===== src/rtl/kb_pkg.sv =====
// Shared scan-code constants and session state encoding for the keyboard trainer.
package kb_pkg;

    localparam logic [7:0] KB_BREAK = 8'hF0;
    localparam logic [7:0] KB_EXT   = 8'hE0;
    localparam logic [7:0] KB_ENTER = 8'h5A;

    typedef enum logic [3:0] {
        S_IDLE,
        S_ARM,
        S_WAIT_KEY,
        S_BRK,
        S_EXT,
        S_EXT_BRK,
        S_ISSUE,
        S_SETTLE,
        S_JUDGE,
        S_DONE
    } sess_state_t;

    // States in which incoming scan bytes are being parsed.
    function automatic logic is_key_wait(input sess_state_t s);
        return (s == S_WAIT_KEY) || (s == S_BRK) || (s == S_EXT) || (s == S_EXT_BRK);
    endfunction

    // States that belong to a running session.
    function automatic logic is_running(input sess_state_t s);
        return is_key_wait(s) || (s == S_ISSUE) || (s == S_SETTLE) || (s == S_JUDGE);
    endfunction

endpackage


===== src/rtl/kb_prefix_filter.sv =====
// Scan-byte filter: swallows break (F0) and extended (E0) sequences, flags make codes.
module kb_prefix_filter
    import kb_pkg::*;
(
    input  logic        en_i,
    input  sess_state_t state_i,
    input  logic        kb_valid_i,
    input  logic [7:0]  kb_data_i,
    output logic        make_o,
    output logic [7:0]  code_o,
    output sess_state_t state_o
);

    always_comb begin
        make_o  = 1'b0;
        code_o  = kb_data_i;
        state_o = state_i;
        if (en_i && kb_valid_i) begin
            case (state_i)
                S_WAIT_KEY: begin
                    if (kb_data_i == KB_BREAK) begin
                        state_o = S_BRK;
                    end else if (kb_data_i == KB_EXT) begin
                        state_o = S_EXT;
                    end else begin
                        make_o  = 1'b1;
                        state_o = S_WAIT_KEY;
                    end
                end
                S_EXT: begin
                    state_o = (kb_data_i == KB_BREAK) ? S_EXT_BRK : S_WAIT_KEY;
                end
                S_BRK, S_EXT_BRK: begin
                    state_o = S_WAIT_KEY;
                end
                default: begin
                    state_o = state_i;
                end
            endcase
        end
    end

endmodule


===== src/rtl/kb_session_ctrl.sv =====
// Keyboard-trainer session controller: feeds make codes to the sequence checker,
// tallies its verdicts and runs the countdown session timer.
module kb_session_ctrl
    import kb_pkg::*;
#(
    parameter int unsigned TICK_DIV  = 50_000_000,
    parameter int unsigned SESSION_S = 60,
    parameter int unsigned CHK_LAT   = 4,
    parameter int unsigned CNT_W     = 10
) (
    input  logic             clk,
    input  logic             reset_signal,
    input  logic [7:0]       kb_data,
    input  logic             kb_valid,
    input  logic             start,
    output logic [7:0]       chk_code,
    output logic             chk_set,
    output logic             chk_reset,
    input  logic             chk_err,
    input  logic [7:0]       chk_expect,
    output logic [7:0]       expect_code,
    output logic [CNT_W-1:0] hit_cnt,
    output logic [CNT_W-1:0] err_cnt,
    output logic [7:0]       sec_left,
    output logic             lamp,
    output logic             active,
    output logic             done
);

    localparam int unsigned PW = $clog2(TICK_DIV + 1);
    localparam int unsigned LW = $clog2(CHK_LAT + 1);

    sess_state_t      state_q, state_d;
    logic [LW-1:0]    wait_cnt_q, wait_cnt_d;
    logic [PW-1:0]    presc_q, presc_d;
    logic [7:0]       chk_code_q, chk_code_d;
    logic             chk_set_q, chk_set_d;
    logic             chk_reset_q, chk_reset_d;
    logic [7:0]       expect_q, expect_d;
    logic [CNT_W-1:0] hit_q, hit_d;
    logic [CNT_W-1:0] err_q, err_d;
    logic [7:0]       sec_q, sec_d;
    logic             lamp_q, lamp_d;
    logic             active_q, active_d;
    logic             done_q, done_d;

    logic             tick;
    logic             sec_zero;
    logic             flt_make;
    logic [7:0]       flt_code;
    sess_state_t      flt_state;

    kb_prefix_filter u_filter (
        .en_i       (is_key_wait(state_q)),
        .state_i    (state_q),
        .kb_valid_i (kb_valid),
        .kb_data_i  (kb_data),
        .make_o     (flt_make),
        .code_o     (flt_code),
        .state_o    (flt_state)
    );

    assign tick = active_q && (presc_q == PW'(TICK_DIV - 1));

    always_comb begin
        state_d     = state_q;
        wait_cnt_d  = wait_cnt_q;
        chk_code_d  = chk_code_q;
        chk_reset_d = 1'b0;
        expect_d    = expect_q;
        hit_d       = hit_q;
        err_d       = err_q;
        lamp_d      = lamp_q;
        sec_d       = sec_q;

        if (!active_q || tick) begin
            presc_d = '0;
        end else begin
            presc_d = presc_q + PW'(1);
        end

        if (tick && (sec_q != 8'd0)) begin
            sec_d = sec_q - 8'd1;
        end
        // Expiry is judged on the post-tick value so the same-cycle tick takes effect.
        sec_zero = (sec_d == 8'd0);

        case (state_q)
            S_ARM: begin
                if (wait_cnt_q == LW'(CHK_LAT - 1)) begin
                    wait_cnt_d = '0;
                    state_d    = S_WAIT_KEY;
                end else begin
                    wait_cnt_d = wait_cnt_q + LW'(1);
                end
            end
            S_WAIT_KEY, S_BRK, S_EXT, S_EXT_BRK: begin
                // A make code arriving with the final tick is still issued; JUDGE then ends the session.
                if (flt_make) begin
                    chk_code_d = flt_code;
                    state_d    = S_ISSUE;
                end else if (sec_zero) begin
                    state_d = S_DONE;
                end else begin
                    state_d = flt_state;
                end
            end
            S_ISSUE: begin
                wait_cnt_d = '0;
                state_d    = S_SETTLE;
            end
            S_SETTLE: begin
                if (wait_cnt_q == LW'(CHK_LAT - 2)) begin
                    wait_cnt_d = '0;
                    state_d    = S_JUDGE;
                end else begin
                    wait_cnt_d = wait_cnt_q + LW'(1);
                end
            end
            S_JUDGE: begin
                expect_d = chk_expect;
                if (chk_code_q != KB_ENTER) begin
                    if (chk_err) begin
                        if (err_q != '1) err_d = err_q + CNT_W'(1);
                        lamp_d = 1'b1;
                    end else begin
                        if (hit_q != '1) hit_d = hit_q + CNT_W'(1);
                        lamp_d = 1'b0;
                    end
                end
                state_d = sec_zero ? S_DONE : S_WAIT_KEY;
            end
            default: begin
                state_d = state_q;
            end
        endcase

        if (start) begin
            state_d     = S_ARM;
            wait_cnt_d  = '0;
            presc_d     = '0;
            chk_code_d  = 8'h00;
            chk_reset_d = 1'b1;
            hit_d       = '0;
            err_d       = '0;
            lamp_d      = 1'b0;
            sec_d       = 8'(SESSION_S);
        end

        chk_set_d = (state_d == S_ISSUE);
        active_d  = is_running(state_d) && (state_d != S_ARM);
        done_d    = (state_d == S_DONE);
    end

    always_ff @(posedge clk) begin
        if (reset_signal) begin
            state_q     <= S_IDLE;
            wait_cnt_q  <= '0;
            presc_q     <= '0;
            chk_code_q  <= 8'h00;
            chk_set_q   <= 1'b0;
            chk_reset_q <= 1'b0;
            expect_q    <= 8'h00;
            hit_q       <= '0;
            err_q       <= '0;
            sec_q       <= 8'h00;
            lamp_q      <= 1'b0;
            active_q    <= 1'b0;
            done_q      <= 1'b0;
        end else begin
            state_q     <= state_d;
            wait_cnt_q  <= wait_cnt_d;
            presc_q     <= presc_d;
            chk_code_q  <= chk_code_d;
            chk_set_q   <= chk_set_d;
            chk_reset_q <= chk_reset_d;
            expect_q    <= expect_d;
            hit_q       <= hit_d;
            err_q       <= err_d;
            sec_q       <= sec_d;
            lamp_q      <= lamp_d;
            active_q    <= active_d;
            done_q      <= done_d;
        end
    end

    assign chk_code    = chk_code_q;
    assign chk_set     = chk_set_q;
    assign chk_reset   = chk_reset_q;
    assign expect_code = expect_q;
    assign hit_cnt     = hit_q;
    assign err_cnt     = err_q;
    assign sec_left    = sec_q;
    assign lamp        = lamp_q;
    assign active      = active_q;
    assign done        = done_q;

endmodule


===== config.mk =====
export PLATFORM = sky130hd
export DESIGN_NAME = kb_session_ctrl
export DESIGN_NICKNAME = d
export VERILOG_FILES = /design/src/rtl/kb_pkg.sv /design/src/rtl/kb_prefix_filter.sv /design/src/rtl/kb_session_ctrl.sv
export SDC_FILE = /design/constraint.sdc
export NUM_CORES = 1
export LEC_CHECK = 0
export ABC_AREA = 1
export CORE_AREA = 5 5 82 114
export CTS_BUF_LIST = sky130_fd_sc_hd__clkbuf_16
export CTS_CLUSTER_SIZE = 28
export DETAILED_ROUTE_END_ITERATION = 6
export DIE_AREA = 0 0 87 119
export PLACE_DENSITY = 0.77
export SLEW_MARGIN = 10
export SYNTH_ARGS = -nofsm -noshare
export SYNTH_HDL_FRONTEND = slang
export SYNTH_SLANG_ARGS = --single-unit

===== constraint.sdc =====
create_clock -name clk -period 2.8 [get_ports clk]
set_clock_uncertainty 0.15 [all_clocks]
set_input_delay 0.56 -clock clk [delete_from_list [all_inputs] [get_ports clk]]
set_output_delay 0.56 -clock clk [all_outputs]
set_load 0.02 [all_outputs]

# Word-level counts from Yosys, hierarchy flattened
# Index checks and enable logic that the tools add are counted.
# W data, S select, Z words.
dict set report word_totals {
  reg_bits 82
  out_inout_bits 49
  wordCells 94
}
dict set report classes {
  n_addsub 5
  n_eq_ne 25
  muxes 23
  n_bitwise 1
  n_reduce_logical 26
}
# operator n
set op_table {}
lappend op_table {{$eq A4 B3 Y1 const B} 8}
lappend op_table {{$mux W4} 8}
lappend op_table {{$add A26 B1 Y26 const B} 1}
lappend op_table {{$eq A26 B26 Y1 const B} 1}
lappend op_table {{$add A10 B1 Y10 const B} 2}
lappend op_table {{$ne A10 B10 Y1 const B} 2}
lappend op_table {{$pmux W4 S5} 1}
lappend op_table {{$eq A4 B2 Y1 const B} 4}
lappend op_table {{$eq A8 B8 Y1 const B} 2}
lappend op_table {{$eq A4 B4 Y1 const B} 3}
lappend op_table {{$mux W3} 4}
lappend op_table {{$pmux W4 S3} 1}
lappend op_table {{$logic_or A1 B1 Y1} 10}
lappend op_table {{$pmux W3 S3} 1}
lappend op_table {{$logic_not A8 Y1} 1}
lappend op_table {{$mux W8} 1}
lappend op_table {{$ne A8 B7 Y1 const B} 1}
lappend op_table {{$reduce_and A4 Y1} 2}
lappend op_table {{$reduce_bool A8 Y1} 1}
lappend op_table {{$sub A8 B1 Y8 const B} 1}
lappend op_table {{$eq A3 B2 Y1 const B} 2}
lappend op_table {{$mux W1} 6}
lappend op_table {{$mux W6} 1}
lappend op_table {{$eq A4 B1 Y1 const B} 1}
lappend op_table {{other kinds (10)} 15}

# Logic depth before layout (Yosys ltp)
# Gate-level depths: netlist (run 1).
dict set report logic_depth {
  word_depth 18
  ltp_mapped 21
}

# Modules after synthesis
# A second synthesis (run 1) with hierarchy kept.
dict set report unflattened {
  hier_cells 631
  area_unflattened_um2 4370.4
}
# mod n_inst cells_each area_per_inst_um2
set modules_own_cells {}
lappend modules_own_cells {kb_session_ctrl 1 572 4082.7}
lappend modules_own_cells {kb_prefix_filter 1 59 287.8}

# Worst setup path after synthesis (run 1)
# No wires, ideal clock.
dict set report synth_path {
  path_type {register to register}
  start {register sec_q[0], in the netlist sec_left[0]}
  end {register active_q, in the netlist active}
  setup_time_ns 0.115
  t_arrival_ns 2.121
  t_required_ns 2.535
  slack_ns 0.414
  stages_incl_launch_ff 19
  synth_period_minus_slack_ns 2.386
  path_cell_list {dfxtp_1 inv_1 ha_1 nand2_1 nor2_2 nor2_4 nand3_4 nand2_2 nand2_2 inv_2 nand2_1 nor2_2 nand2_2 nand2_2 nand2_2 a21oi_2 inv_1 a21oi_1 nor2_1}
}
dict set report synth_via {
  elab_chain_len 16
}
# item line_no
set synth_lines {}
lappend synth_lines {{start: declaration} kb_session_ctrl.sv:42} ;# logic [7:0] sec_q, sec_d;
lappend synth_lines {{start signal: assignment} kb_session_ctrl.sv:166} ;# sec_q <= 8'h00;
lappend synth_lines {{start signal: assignment} kb_session_ctrl.sv:180} ;# sec_q <= sec_d;
lappend synth_lines {{parallel branches: the longest is 2 deep, another holds $sub A8 B1 Y8} --}
lappend synth_lines {{$mux W8 *} kb_session_ctrl.sv:82} ;# if (tick && (sec_q != 8'd0)) begin
lappend synth_lines {{$logic_not A8 Y1 *} kb_session_ctrl.sv:86} ;# sec_zero = (sec_d == 8'd0);
lappend synth_lines {{$mux W4} kb_session_ctrl.sv:102} ;# end else if (sec_zero) begin
lappend synth_lines {{$mux W4} kb_session_ctrl.sv:99} ;# if (flt_make) begin
lappend synth_lines {{$pmux W4 S5 *} kb_session_ctrl.sv:88} ;# case (state_q)
lappend synth_lines {{$mux W4 *} kb_session_ctrl.sv:138} ;# if (start) begin
lappend synth_lines {{$eq A4 B2 Y1} kb_pkg.sv:23} ;# return (s == S_WAIT_KEY) || (s == S_BRK) || (s == S_EXT) || (s == S_EXT_BRK);
lappend synth_lines {{$logic_or A1 B1 Y1 (3 in series)} kb_pkg.sv:23}
lappend synth_lines {{$logic_or A1 B1 Y1 (3 in series)} kb_pkg.sv:28} ;# return is_key_wait(s) || (s == S_ISSUE) || (s == S_SETTLE) || (s == S_JUDGE);
lappend synth_lines {{$logic_and A1 B1 Y1 *} kb_session_ctrl.sv:151} ;# active_d = is_running(state_d) && (state_d != S_ARM);
lappend synth_lines {{end signal: assignment} kb_session_ctrl.sv:182} ;# active_q <= active_d;
lappend synth_lines {{end: declaration} kb_session_ctrl.sv:44} ;# logic active_q, active_d;
# Every way passes the cells marked *.
# A chain may end at the register's enable or synchronous reset.

# Final worst setup path (run 1)
# Ends and elaborated chain as after synthesis.

==> results.md, run 1 <==
* Setup crit end kind: flop
* Fmax at 391.0 MHz
* Synthesis-stage register bit count at 82
* Final wirelength at 10.21 mm
* Fin crit share at 0.9133
* DR WL/cell at 12.78 µm
* Std cell rows at 39
* Crit path max-delay family: simple AND/OR/NAND/NOR gates
* Final global-route overflow total at 0
* Hold Violations, Final at 0
* Initial Util at 0.5147
* Clock sink count at 82
* Total power at 0.002731 W
* Synth Net Count at 639
* Final nets at 722
* RSZ-0062 raised after global routing: yes
* Post-CTS Setup Inserts at 0
* Inst Count DP at 783
* Post-Syn Instances at 609
* Yosys warns at 0
* Worst Path Buf+Inv at 2
* Setup violators final at 0
* Fillcell total at 684
* Drt first-iter violations at 210
* Vias at 4112
* Arrival @ worst endpoint at 2640 ps
* Die Ht at 119 µm
* Register area share after synthesis at 0.3914
* Global placer's final weighted congestion at 0.8525
* Largest net degree at the start of global routing at 22
* Maximum root-to-sink buffer count at 2
* Most frequent cells in the layout: 104 x nor2_1, 102 x nand2_1, 82 x inv_1, 82 x dfxtp_1, 69 x clkdlybuf4s50_1
* Critical path's largest stage delay at 360 ps
* Initial antenna violation count at 0
* Core area at 8149 µm²
* Worst-path cell chain: inv_1, ha_1, nand2_1, nor2_2, nor2_4, nand3_4, nand2_1, nand2_1, nor2_1, nand2_1, nor2_2, a21oi_1, a21oi_2, inv_1, a21oi_1, nor2_1
* Die area at 10350 µm²
* GRT Util Overall at 0.2081
* Vias per Instance at 5.146
* Clk slew on worst S/H paths at 60 ps
* Commonest non-fill, non-tap cell in the layout: nor2_1
* DRT antenna net count at 0
* Hold Buf Count CTS at 0
* TritonCTS clock tree: yes
* Die extent in x at 87 µm
* Htree depth at 3
* Distinct cells, synth at 40
* Critical path launch point type: flop
* CTS buffer count at 9
* Post-route non-filler standard cell count at 799
* DRC at 0
* Cts repair resizes at 0
* Diode count at 0
* Post-detail-place hpwl at 7.906 mm
* Worst slew pin tran at 539.0 ps
* Slowest-stage cell, CP: dfxtp_1
* Type of the worst setup path: reg2reg
* Req. time, crit path at 2880 ps
* Port bufs at 69
* Pwr Density at 513.0 nW/µm²
* Clk_lat worst skew at 340 ps
* Boundary Pins at 70
* Worst min-delay path class: reg2reg
* Pleak at 2.103 nW
* First-pass GRT wire length at 17.67 mm
* Crit Path Max Fanout at 10
* Final Max Slew Viols at 0
* Max transition margin at 0.6373
* Layout cells sized above 1 at 0.1062
* Most used cell along the critical path: nand2_1
* Initial DRT Pass Iterations at 4
* CTS Root Cell: clkbuf_16
* Synthesized area at 4194 µm²
* Minimum clock period at 2557 ps
* Vias in the first global route at 4048
* Max IR drop VDD at 0.3477 mV
* Status: finished, final reports clean
* Max_cap viols at 0
* Post-Syn Area per Cell at 6.887 µm²
* Area Growth Syn to Fin at 26.94%
[power by group]
part	internal, W	switching [W]
logic	0.000184	0.000285
clock network	0.000580	0.000436
registers	0.00120	0.0000406
total	0.00197	0.000762
[metal layers]
layer / wire length [µm] / track usage
met1: 4002 / 0.2245
met4: 250 / 0.07992
met2: 5530 / 0.3793
met3: 427 / 0.05249
met5: 0 / 0
[layout make-up]
cell class / instances / area, µm² / share of cell area
inverter: 90 / 337.8 / 0.06345
multi-input combinational: 429 / 2190 / 0.4113
tap: 102 / 127.6 / 0.02397
clock buffer: 9 / 225.2 / 0.04230
sequential: 82 / 1642 / 0.3083
timing repair buffer: 80 / 773.2 / 0.1452
clock inverter: 7 / 28.78 / 0.005405
[flip-flops by register name, indices dropped and copies added, names as in the netlist]
signal       count
chk_code         8
hit_cnt         10
chk_set          1
wait_cnt_q       3
expect_code      8
state_q          4
lamp             1
active           1
sec_left         8
presc_q         26
err_cnt         10
done             1
chk_reset        1
[through the flow]
step | TNS (ps) | hold WS, ps | utilization | cell area (µm²) | setup WS, ps
6_report | 0 | 306.2 | 0.6533 | 5324 | 242.7
5_1_grt | -11.63 | 335.3 | 0.6533 | 5324 | -11.63
4_1_cts | 0 | 300.6 | 0.6518 | 5311 | 225.4
3_5_place_dp | 0 | 292.4 | 0.6206 | 5057 | 162.0
3_3_place_gp | 0 | 279.5 | 0.6206 | 5057 | 179.6
2_1_floorplan | 0 | 267.5 | - | 4194 | 414.5
[cell families (layout without fill, tap and decap cells)]
group | count (synthesis) | in the layout | share of synthesized area
and+or+nand+nor | 312 | 312 | 0.3476
xor gates and xnor gates | 8 | 8 | 0.01671
DFF | 82 | 82 | 0.3914
adders and majority gates | 9 | 9 | 0.02685
AOI/OAI and AO/OA | 100 | 100 | 0.1280
buffers and inverters | 98 | 186 | 0.08950
[cells in the mapped netlist (all sizes together)]
cell type / n / area share
inv: 89 / 0.080
xor2: 6 / 0.013
xnor2: 2 / 0.0042
clkbuf: 6 / 0.0054
o221a: 1 / 0.0027
and3: 3 / 0.0045
a21oi: 45 / 0.055
nor3b: 3 / 0.0066
ha: 9 / 0.027
a211oi: 2 / 0.0036
or2: 4 / 0.0060
a2111oi: 1 / 0.0021
o21ai: 47 / 0.058
nand4: 11 / 0.016
and2: 1 / 0.0015
buf: 2 / 0.0036
nand3: 25 / 0.033
nor3: 26 / 0.040
nor2: 116 / 0.12
a31oi: 1 / 0.0015
nor4: 3 / 0.0045
nand3b: 4 / 0.0072
clkinv: 1 / 0.00089
nand2: 116 / 0.11
a21o: 1 / 0.0018
dfxtp: 82 / 0.39
o21a: 1 / 0.0018
a221oi: 1 / 0.0021
[path summary, 6_finish.rpt]
kind                                        startpoint               endpoint  slack (ps)  depth (start not counted)
worst max-delay path            sec_left[0]$_SDFF_PP0_      active$_SDFF_PP0_         240                         16
worst min-delay path             presc_q[0]$_SDFF_PP0_  presc_q[0]$_SDFF_PP0_         310                          1
worst max register to register  sec_left[0]$_SDFF_PP0_      active$_SDFF_PP0_         240                         16
worst min register to register   presc_q[0]$_SDFF_PP0_  presc_q[0]$_SDFF_PP0_         310                          1
[worst register-to-register path: cells and delay by family (launching register included)]
kind                     cells  cell delay (ps)
AND/OR/NAND/NOR             10             1150
AO/OA/AOI/OAI                3              370
flip-flops                   1              360
buffers and inverters        2              220
adder cells (fa/ha/maj)      1              210
No activity file was read; power rests on OpenSTA's default activity.
==> run 2, diff against run 1 <==
- CTS_CLUSTER_DIAMETER: default -> 30
==> results of run 2 <==
Final layout, timing and power as in run 1 (identical DEF).
